<file path="src/rtl/pipe_stage_buf.sv">
// Inter-stage pipeline buffer carrying one payload bundle over a valid/ready
// handshake. It has a synchronous flush and an optional two-entry skid mode.
// With SKID=1, in_ready comes straight from a flop, so the upstream stage
// never sees a combinational path from the downstream out_ready.
module pipe_stage_buf #(
  parameter int DATA_WIDTH      = 32,
  parameter int SKID            = 1,
  parameter int CLEAR_ON_BUBBLE = 1
) (
  input  logic                  clk,
  input  logic                  rst,
  input  logic                  flush,
  input  logic                  in_valid,
  output logic                  in_ready,
  input  logic [DATA_WIDTH-1:0] in_data,
  output logic                  out_valid,
  input  logic                  out_ready,
  output logic [DATA_WIDTH-1:0] out_data,
  output logic [1:0]            occupancy
);

  typedef enum logic [1:0] {
    EMPTY = 2'd0,
    ONE   = 2'd1,
    FULL  = 2'd2
  } state_e;

  logic [DATA_WIDTH-1:0] main_q;
  logic                  accept;
  logic                  deliver;

  assign accept  = in_valid & in_ready;
  assign deliver = out_valid & out_ready;

  generate
    if (SKID == 0) begin : g_single
      logic                  valid_q;
      logic                  valid_d;
      logic [DATA_WIDTH-1:0] main_d;

      assign in_ready  = ~valid_q | out_ready;
      assign out_valid = valid_q;
      assign occupancy = {1'b0, valid_q};

      // Next state of the single register. A flush empties the buffer and
      // leaves the payload alone, so a flushed beat is never loaded.
      always_comb begin
        valid_d = valid_q;
        main_d  = main_q;
        if (flush) begin
          valid_d = 1'b0;
        end else if (accept) begin
          valid_d = 1'b1;
          main_d  = in_data;
        end else if (deliver) begin
          valid_d = 1'b0;
        end
      end

      // Register update. Reset takes priority over flush and any handshake.
      always_ff @(posedge clk) begin
        if (rst) begin
          valid_q <= 1'b0;
          main_q  <= '0;
        end else begin
          valid_q <= valid_d;
          main_q  <= main_d;
        end
      end
    end else begin : g_skid
      state_e                state_q;
      state_e                state_d;
      logic                  ready_q;
      logic                  ready_d;
      logic [DATA_WIDTH-1:0] main_d;
      logic [DATA_WIDTH-1:0] skid_q;
      logic [DATA_WIDTH-1:0] skid_d;

      assign in_ready  = ready_q;
      assign out_valid = (state_q != EMPTY);
      assign occupancy = state_q;

      // Occupancy FSM. The main register always holds the oldest beat and
      // the skid register holds the second one. in_ready is computed one
      // cycle early from the next state, so it can be registered.
      always_comb begin
        state_d = state_q;
        main_d  = main_q;
        skid_d  = skid_q;
        case (state_q)
          EMPTY: begin
            if (accept) begin
              state_d = ONE;
              main_d  = in_data;
            end
          end
          ONE: begin
            if (accept && deliver) begin
              main_d = in_data;
            end else if (accept) begin
              state_d = FULL;
              skid_d  = in_data;
            end else if (deliver) begin
              state_d = EMPTY;
            end
          end
          FULL: begin
            if (deliver) begin
              state_d = ONE;
              main_d  = skid_q;
            end
          end
          default: begin
            state_d = EMPTY;
          end
        endcase
        if (flush) begin
          state_d = EMPTY;
          main_d  = main_q;
          skid_d  = skid_q;
        end
        ready_d = (state_d != FULL);
      end

      // State, payload and in_ready registers. Reset takes priority over
      // flush and any handshake.
      always_ff @(posedge clk) begin
        if (rst) begin
          state_q <= EMPTY;
          ready_q <= 1'b1;
          main_q  <= '0;
          skid_q  <= '0;
        end else begin
          state_q <= state_d;
          ready_q <= ready_d;
          main_q  <= main_d;
          skid_q  <= skid_d;
        end
      end
    end
  endgenerate

  generate
    if (CLEAR_ON_BUBBLE != 0) begin : g_clear
      assign out_data = out_valid ? main_q : '0;
    end else begin : g_hold
      assign out_data = main_q;
    end
  endgenerate

endmodule

</file>
<file path="config.mk">
export PLATFORM = sky130hd
export DESIGN_NAME = pipe_stage_buf
export DESIGN_NICKNAME = d
export VERILOG_FILES = /design/src/rtl/pipe_stage_buf.sv
export SDC_FILE = /design/constraint.sdc
export NUM_CORES = 1
export LEC_CHECK = 0
export ABC_CLOCK_PERIOD_IN_PS = 3900
export BUFFER_PORTS_ARGS = -buffer_cell sky130_fd_sc_hd__buf_2
export CAP_MARGIN = 5
export CORE_MARGIN = 10
export CORE_UTILIZATION = 50
export CTS_CLUSTER_DIAMETER = 150
export CTS_CLUSTER_SIZE = 8
export DETAILED_ROUTE_END_ITERATION = 10
export PLACE_DENSITY = 0.81
export SKIP_LAST_GASP = 1
export SLEW_MARGIN = 20
export SYNTH_ARGS = -nofsm -noshare
export SYNTH_HDL_FRONTEND = slang
export SYNTH_SLANG_ARGS = --single-unit
</file>
<file path="constraint.sdc">
create_clock -name clk -period 3.9 [get_ports clk]
set_input_delay 0.78 -clock clk [delete_from_list [all_inputs] [get_ports clk]]
set_output_delay 0.78 -clock clk [all_outputs]
set_load 0.05 [all_outputs]
</file>
==> flow_summary.ini <==
[floorplan]
rows = 27
initial_utilization_pct = 52.2
coreArea_um2 = 5570
die-width_um = 96.3
die_area_um2 = 9270
fp.dieH_um = 96.3
pin_count = 73

[sta]
fin_setup_tns_ns = 0
period_share_pct = 60.4
slew_headroom_pct = 51.8
finalMaxSlewViolations = 0
setup_viol = 0
rsz0062_at_grt = no
clock.fmax_ghz = 0.425
tightest_slew_ns = 0.719
period_minus_slack_ns = 2.35
fin_skew_ns = 0.00979
hold_viol = 0

[clocking]
htree_levels = 3
cts_made_buffers = 9
clkTransAtPathRegs_ns = 0.07
cts.sinks = 67
cts_buffer_depth = 2
cts_resized = 0
tritoncts = built
postCtsSetupBuffers = 0
clk_latency_ns = 0.34
hold_buffers = 0
root_buffer = clkbuf_8

[final_layout]
nNetsFinal = 434
diodes = 0
final_common_cell = buf_2
n_fill_cell = 517
seq_area_um2 = 1340
postLayoutCellArea_um2 = 3510
drive_above_1_share_pct = 24.4
multi_input_area_um2 = 1430
final_cell_mix = buf_2 (71), dfxtp_1 (67), nand2_1 (65), nor2b_1 (33), mux2i_1 (33)
area_growth_pct = 20.6
utilization_pct = 62.9

[detailed_routing]
vias_per_cell = 5.04
vias = 2390
antenna_left = 0
first_pass_iters = 4
avgRoutedWirePerCell_um = 14.4
drtIter0Drc = 123
drc = 0
wl_um = 6830

[setup_path]
required_ns = 3.12
path_class = register to output pin
crit_fanout = 33
cp.arrival_ns = 1.57
endpoint_kind = output pin
cp-start-kind = register

[synth]
synth.net_count = 374
seq_area_frac_synth_pct = 46.1
synth_edf_count = 0
synth.distinct_cells = 21
synth_area_per_cell_um2 = 8.63
yosys_warnings = 0
synth_top_area_share_pct = 46.1
ys.flop_type = dfxtp_1
synthCells = 337
synth.area.top_cells = dfxtp_1 (46%), mux2i_1 (11%), nand2_1 (8.4%)
ys_ff_latch = 67
synthArstFlopShare_pct = 0
synth_top_area_cell = dfxtp_1
netlist_area_um2 = 2910

[global_routing]
grt_antenna_before_repair = 0
grt_pass1_wl_um = 11000
grt_pass1_vias = 2421
grt_max_degree = 67
grt-ovfl-total = 0
grt_use_total_pct = 15.0

[place]
dp_hpwl_um = 4500
port_buffers = 72
place_area_um2 = 3260
place_congestion = 0.726

[power_and_ir_drop]
leakagePower_nw = 1.60
ir_drop_mv = 0.302
powerDensity_nw_per_um2 = 450
power_mw = 1.58

[status]
status = completed

[hold_path]
worstHoldPathType = register to register

[run]
maxCapViolCount = 0
## critical path, stage by stage (launching register included)
cell and delay, ns:
dfxtp_1 0.43, nor2_2 0.06, buf_4 0.24, nor2b_1 0.20, buf_2 0.29
## synth_stat cells, drive strengths merged, types with 3 or more instances
cell / n
mux2i: 33
clkbuf: 14
a21oi: 32
dfxtp: 67
nor2: 33
a211oi: 32
buf: 13
nand2: 65
nor2b: 33
inv: 3
nand2b: 3
## sequential cells by signal (all words and copies together) (netlist names)
signal / flops
g_skid.skid_q: 32
main_q: 32
occupancy: 2
in_ready: 1
## per-layer routing
layer,vias up,share of wire (%),global-route usage [%]
met3,8,6.8,4.90
li1,1258,-,-
met1,1070,44,16.6
met2,54,48,25.8
met4,0,1.2,6.39
met5,-,0,0
## through the flow
step / cells / worst slack [ns] / hold WS (ns)
after floorplan: 337 / 1.29 / 0.436
after global placement: 458 / 1.60 / 0.440
after detailed placement: 458 / 1.56 / 0.447
after CTS: 474 / 1.52 / 0.457
after global routing: 474 / 1.43 / 0.480
final: 474 / 1.55 / 0.455
## power by group
part           internal (mW)  switching (mW)
combinational         0.0598           0.101
clock                  0.423           0.267
sequential             0.712          0.0135
total                   1.19           0.381
## kinds of logic after synthesis
logic type	after synthesis	share of synthesized area [%]
and+or+nand+nor	139	22.0
buffers and inverters	30	5.08
AOI/OAI and AO/OA	68	15.4
muxes	33	11.4
DFF	67	46.1
## area by class of cell
| cell class | instances | share of cell area (%) |
|---|---|---|
| multi-input cells | 240 | 40.8 |
| repair buffers | 76 | 11.2 |
| well taps | 72 | 2.57 |
| clock buffers | 9 | 3.53 |
| inverters | 3 | 0.321 |
| clock inverters | 7 | 3.32 |
| flip-flops and latches | 67 | 38.3 |
## worst paths after layout
check                         start                end  slack [ns]  cells past startpoint
setup / recovery       occupancy[0]       out_data[16]        1.55                      4
hold / removal    g_skid.skid_q[30]  g_skid.skid_q[30]        0.46                      2
setup reg to reg       occupancy[1]  g_skid.skid_q[14]        2.01                      5
hold reg to reg   g_skid.skid_q[30]  g_skid.skid_q[30]        0.46                      2
No activity file was read; power rests on OpenSTA's default activity.
